File: src/rtl/keypad_scan.sv
// 4x4 hex keypad scanner: walks one active-low row at a time, debounces the
// press and the release, strobes each confirmed key and shifts it into data.
module keypad_scan #(
  parameter int SCAN_DIV = 2000,
  parameter int DEBOUNCE = 8
) (
  input  logic        clk,
  input  logic        rst_n,
  input  logic [3:0]  col,
  input  logic        clear,
  output logic [3:0]  row,
  output logic [3:0]  key_code,
  output logic        key_valid,
  output logic        key_pressed,
  output logic [31:0] data
);

  localparam int DW = $clog2(SCAN_DIV);
  localparam int BW = (DEBOUNCE > 1) ? $clog2(DEBOUNCE) : 1;
  localparam logic [DW-1:0] DIV_LAST = DW'(SCAN_DIV - 1);
  localparam logic [BW-1:0] DB_LAST  = BW'(DEBOUNCE - 1);

  typedef enum logic [1:0] {
    S_SCAN     = 2'd0,
    S_DEBOUNCE = 2'd1,
    S_HELD     = 2'd2,
    S_RELEASE  = 2'd3
  } state_t;

  state_t        state_q, state_d;
  logic [3:0]    col_s1_q, cs_q;
  logic [DW-1:0] div_cnt_q, div_cnt_d;
  logic [1:0]    row_idx_q, row_idx_d;
  logic [1:0]    col_idx_q, col_idx_d;
  logic [BW-1:0] db_cnt_q, db_cnt_d;
  logic [3:0]    key_code_q, key_code_d;
  logic          key_valid_q, key_valid_d;
  logic          key_pressed_q, key_pressed_d;
  logic [31:0]   data_q, data_d;

  logic          tick;
  logic          col_hi;
  logic          commit;
  logic [3:0]    map_code;

  // Keypad legend: rows top to bottom, columns left to right; '*'=E, '#'=F.
  function automatic logic [3:0] key_map(input logic [1:0] r, input logic [1:0] c);
    logic [3:0] k;
    case ({r, c})
      4'h0: k = 4'h1;
      4'h1: k = 4'h2;
      4'h2: k = 4'h3;
      4'h3: k = 4'hA;
      4'h4: k = 4'h4;
      4'h5: k = 4'h5;
      4'h6: k = 4'h6;
      4'h7: k = 4'hB;
      4'h8: k = 4'h7;
      4'h9: k = 4'h8;
      4'hA: k = 4'h9;
      4'hB: k = 4'hC;
      4'hC: k = 4'hE;
      4'hD: k = 4'h0;
      4'hE: k = 4'hF;
      default: k = 4'hD;
    endcase
    return k;
  endfunction

  function automatic logic [1:0] first_low(input logic [3:0] c);
    logic [1:0] idx;
    if (!c[0])      idx = 2'd0;
    else if (!c[1]) idx = 2'd1;
    else if (!c[2]) idx = 2'd2;
    else            idx = 2'd3;
    return idx;
  endfunction

  assign tick      = (div_cnt_q == DIV_LAST);
  assign div_cnt_d = tick ? '0 : div_cnt_q + DW'(1);
  assign col_hi    = cs_q[col_idx_q];
  assign map_code  = key_map(row_idx_q, col_idx_q);

  // State register plus datapath flops.
  always_ff @(posedge clk or negedge rst_n) begin
    if (!rst_n) begin
      state_q       <= S_SCAN;
      col_s1_q      <= 4'hF;
      cs_q          <= 4'hF;
      div_cnt_q     <= '0;
      row_idx_q     <= 2'd0;
      col_idx_q     <= 2'd0;
      db_cnt_q      <= '0;
      key_code_q    <= 4'h0;
      key_valid_q   <= 1'b0;
      key_pressed_q <= 1'b0;
      data_q        <= 32'h0;
    end else begin
      state_q       <= state_d;
      col_s1_q      <= col;
      cs_q          <= col_s1_q;
      div_cnt_q     <= div_cnt_d;
      row_idx_q     <= row_idx_d;
      col_idx_q     <= col_idx_d;
      db_cnt_q      <= db_cnt_d;
      key_code_q    <= key_code_d;
      key_valid_q   <= key_valid_d;
      key_pressed_q <= key_pressed_d;
      data_q        <= data_d;
    end
  end

  // Next-state: only tick cycles move the FSM; the row stays put while a key is tracked.
  always_comb begin
    state_d   = state_q;
    row_idx_d = row_idx_q;
    col_idx_d = col_idx_q;
    db_cnt_d  = db_cnt_q;
    commit    = 1'b0;
    if (tick) begin
      case (state_q)
        S_SCAN: begin
          if (cs_q == 4'hF) begin
            row_idx_d = row_idx_q + 2'd1;
          end else begin
            col_idx_d = first_low(cs_q);
            db_cnt_d  = '0;
            state_d   = S_DEBOUNCE;
          end
        end
        S_DEBOUNCE: begin
          if (col_hi) begin
            state_d   = S_SCAN;
            row_idx_d = row_idx_q + 2'd1;
          end else if (db_cnt_q == DB_LAST) begin
            commit  = 1'b1;
            state_d = S_HELD;
          end else begin
            db_cnt_d = db_cnt_q + BW'(1);
          end
        end
        S_HELD: begin
          if (col_hi) begin
            state_d  = S_RELEASE;
            db_cnt_d = '0;
          end
        end
        default: begin
          if (!col_hi) begin
            state_d = S_HELD;
          end else if (db_cnt_q == DB_LAST) begin
            state_d   = S_SCAN;
            row_idx_d = row_idx_q + 2'd1;
          end else begin
            db_cnt_d = db_cnt_q + BW'(1);
          end
        end
      endcase
    end
  end

  // Outputs: clear beats a simultaneous commit for data only.
  always_comb begin
    key_code_d    = commit ? map_code : key_code_q;
    key_valid_d   = commit;
    key_pressed_d = (state_d == S_HELD) || (state_d == S_RELEASE);
    if (clear)       data_d = 32'h0;
    else if (commit) data_d = {data_q[27:0], map_code};
    else             data_d = data_q;
  end

  assign row         = ~(4'b0001 << row_idx_q);
  assign key_code    = key_code_q;
  assign key_valid   = key_valid_q;
  assign key_pressed = key_pressed_q;
  assign data        = data_q;

endmodule
File: config.mk
export PLATFORM = sky130hd
export DESIGN_NAME = keypad_scan
export DESIGN_NICKNAME = d
export VERILOG_FILES = /design/src/rtl/keypad_scan.sv
export SDC_FILE = /design/constraint.sdc
export NUM_CORES = 1
export LEC_CHECK = 0
export ABC_AREA = 1
export CAP_MARGIN = 0
export CORE_ASPECT_RATIO = 0.7
export CORE_MARGIN = 2
export CORE_UTILIZATION = 40
export CTS_CLUSTER_SIZE = 28
export DETAILED_ROUTE_END_ITERATION = 10
export MAX_ROUTING_LAYER = met4
export PLACE_DENSITY_LB_ADDON = 0.3
export SLEW_MARGIN = 10
export SYNTH_ARGS = -nofsm -noshare
export SYNTH_HDL_FRONTEND = slang
export SYNTH_SLANG_ARGS = --single-unit
File: constraint.sdc
create_clock -name clk -period 1.9 [get_ports clk]
set_input_delay 0.475 -clock clk [delete_from_list [all_inputs] [get_ports clk]]
set_output_delay 0.475 -clock clk [all_outputs]
set_load 0.005 [all_outputs]
==> reports/results.tsv <==
metric	value	unit
outcome	finished clean	
grtUsageMet2	27.80	%
timing_max_transition_violations_final	0	
post_layout_nonfiller_instances	551	
num_rows	27	
drt-total-wl	6.489	mm
path_clk_slew	0.05	ns
synth.yosys.seq_area_share	51.27	%
post_layout_worst_setup_margin	0.09952	ns
netlist.top_cell.by_area	dfrtp_1	
ys.flop_type	dfrtp_1	
mean_number_of_vias_per_cell	4.713	
antenna_found_initial	0	
area_of_the_core	7871	um^2
worstPathMaxFanout	3	
mappedNetlistArea	3241	um^2
p_sw	639.0	uW
tritoncts_num_sinks	66	
grt_setup_unrepaired	no	
cts_made_buffers	9	
flow.area_growth_from_synthesis	26.76	%
die_area	8849	um^2
synthTopCellsByArea	dfrtp_1, nand2_1, dfstp_2	
hold_viol	0	
synth-warning-count	0	
drt_iter0_drc	122	
pre_cts_ws	-0.02353	ns
met3_usage	4.198	%
root_buffer	clkbuf_16	
power.share.clock	49.2	%
ctsHtreeMaxLevel	3	
place.detailed.instances	534	
drtAntennaViolNets	0	
seqPwrFrac	48.3	%
drv_cap	0	
synth_cell_type_count	28	
leakagePower	0.002100	uW
post-layout-total-power	2954	uW
post-route-min-period	1.800	ns
crit_arrival	1.33	ns
finalSetupViolations	0	
synth_seq_cells	66	
sw_ratio	21.63	%
worst-endpoint-required	1.42	ns
setup.worst_path.end_class	primary output	
gp_congestion	0.7914	
final_net_count	463	
postSynth.asyncResetShare	100.0	%
syn_nets	407	
die_height	79.31	um
groute.usage.overall	16.84	%
clock_tree_from_tritoncts	yes	
vias	2597	
drc	0	
drt-wirelength-per-cell	11.78	um
post_route_cells_drive_above_1_share	14.44	%
place_hpwl	4.497	mm
worst-setup-path-type	flip-flop to primary output	
die_width	111.6	um
buffer_ports.inserted	48	
power_report.internal_total	2315	uW
total_power_density_per_cell_area	719.0	nW/um^2
max_slew.worst_pin.slew	0.6598	ns
antenna_cells	0	
drt_pre_antenna_iters	4	
num-fill-cells	748	
clock_path_buffers	2	
synth_edf_count	0	
mean_post_synth_cell_area	8.331	um^2
gate_count_post_synth	389	
setup_skew_after_layout	0.007866	ns
clock_insertion_delay_worst_skew	0.33	ns
power_frac_comb	2.4	%
initial_utilization	41.17	%
fmax	0.5554	GHz
remaining_global_route_overflow	0	
timing.slew.headroom	55.95	%
grt_start_max_net_pins	67	
timing.final.crit_share	94.76	%
synth_top_cell_area_share	44.79	%
grt_first_pass_wirelength	11.72	mm
num_io_pins	49	
first_global_vias	2622	
crit_path_start_kind	flip-flop	
global_route.usage.met1	21.13	%
hold_wc_path_type	input port to async pin	
global_route.peak_usage_layer	met2	
vdd.ir_drop.worst	0.4013	mV
==> cells in the mapped netlist (2+ instances only) <==
cell type    n
a21oi_1      2
dfstp_2      8
nor2_4       4
inv_2        8
inv_1       47
xor2_1       2
nand3_2      8
o21a_1       3
buf_1        3
buf_6        4
nor3_1       7
nand2_2      4
ha_1        11
o21ai_1     10
dfrtp_1     58
nand2_1    131
nor2_1      26
o21ai_2      3
nand3_1     25
o21ai_0     11
or2_2        3
nand4_1      5
==> worst paths after layout <==
| check | start | endpoint | slack [ns] | cells past startpoint |
|---|---|---|---|---|
| max | row_idx_q[0]$_DFFE_PN0P_ | row[1] | 0.1 | 4 |
| min | rst_n | col_idx_q[1]$_DFFE_PN0P_ | 0.16 | 2 |
| max reg2reg | db_cnt_q[0]$_DFFE_PN0P_ | db_cnt_q[0]$_DFFE_PN0P_ | 0.19 | 8 |
| min reg2reg | col_s1_q[3]$_DFF_PN1_ | cs_q[3]$_DFF_PN1_ | 0.35 | 0 |
| max in group asynchronous | rst_n | cs_q[3]$_DFF_PN1_ | 1.44 | 2 |
| min in group clk | col_s1_q[3]$_DFF_PN1_ | cs_q[3]$_DFF_PN1_ | 0.35 | 0 |
==> state kept, by name (all words and copies together), names as in the netlist <==
signal,cells
data,32
div_cnt_q,11
col_s1_q,4
cs_q,4
key_code,4
db_cnt_q,3
col_idx_q,2
row_idx_q,2
state_q,2
key_pressed,1
key_valid,1
==> logic make-up (layout without fill, tap and decap cells) <==
family                   count (synthesis)  in the layout  share of synthesized area [%]
AND/OR/NAND/NOR                        215            215                          30.04
flip-flops                              66             66                          51.27
buffers and inverters                   65            126                          8.610
AO/OA/AOI/OAI                           30             30                          5.290
adder cells (fa/ha/maj)                 11             11                          4.247
XOR/XNOR                                 2              2                         0.5406
==> per-layer routing <==
| metal | up-vias | part of all wire, % |
|---|---|---|
| met5 | - | 0 |
| met4 | 0 | 0.94 |
| met3 | 6 | 4.3 |
| met2 | 49 | 45 |
| met1 | 1214 | 50 |
| li1 | 1328 | - |
==> per-stage QoR <==
stage | hold WS (ns) | util (%) | cell area (um^2) | setup TNS (ns)
after detailed placement | 0.3472 | 48.78 | 3840 | -0.05296
after global placement | 0.3460 | 48.78 | 3840 | 0
after floorplan | 0.1794 | - | 3241 | 0
final | 0.1650 | 52.19 | 4108 | 0
after CTS | 0.1794 | 52.17 | 4106 | 0
after global routing | 0.1978 | 52.19 | 4108 | 0
==> cell type report <==
| type | count | area [um^2] | area share [%] |
|---|---|---|---|
| clock buffer | 10 | 229.0 | 5.574 |
| clock inverter | 6 | 35.03 | 0.8529 |
| inverter | 55 | 206.4 | 5.026 |
| multi-input combinational | 258 | 1300 | 31.65 |
| sequential | 66 | 1662 | 40.45 |
| tap | 101 | 126.4 | 3.076 |
| timing repair buffer | 55 | 549.3 | 13.37 |
==> power by group through the flow <==
stage	registers [uW]	logic (uW)	clock network, uW
floorplan	1450	22.1	0
global placement	1450	73.0	0
detailed placement	1450	73.8	0
CTS	1430	74.6	1480
global route	1430	82.9	1560
finish	1430	71.6	1450
==> critical path: stages (launching register included) <==
cell	delay, ns
dfrtp_1	0.40
buf_4	0.15
ha_1	0.19
inv_1	0.05
dlygate4sd2_1	0.22
==> placed cells by master, fill, tap and decap left out, types with 2 or more instances in the layout <==
master,n
inv_1,45
nand2_2,4
clkinv_2,4
nand4_1,5
clkbuf_16,9
or2_2,3
dlygate4sd2_1,3
nor3_1,7
clkdlybuf4s50_1,43
o21ai_2,3
buf_4,5
inv_2,10
dfrtp_1,58
o21ai_0,11
buf_12,2
a21oi_1,2
nand2_1,131
xor2_1,2
o21a_1,3
dfstp_2,8
nor2_4,4
nor2_1,26
ha_1,11
nand3_2,8
o21ai_1,10
clkinvlp_4,2
nand3_1,25
==> timing repair <==
item	4_1_cts	5_1_grt
gates cloned	0	0
setup endpoints to repair	4	1
hold buffers	0	0
pin swaps	0	0
gates resized for setup	6	1
setup buffers	1	0
Note: power is estimated with default switching activity, not from simulation.
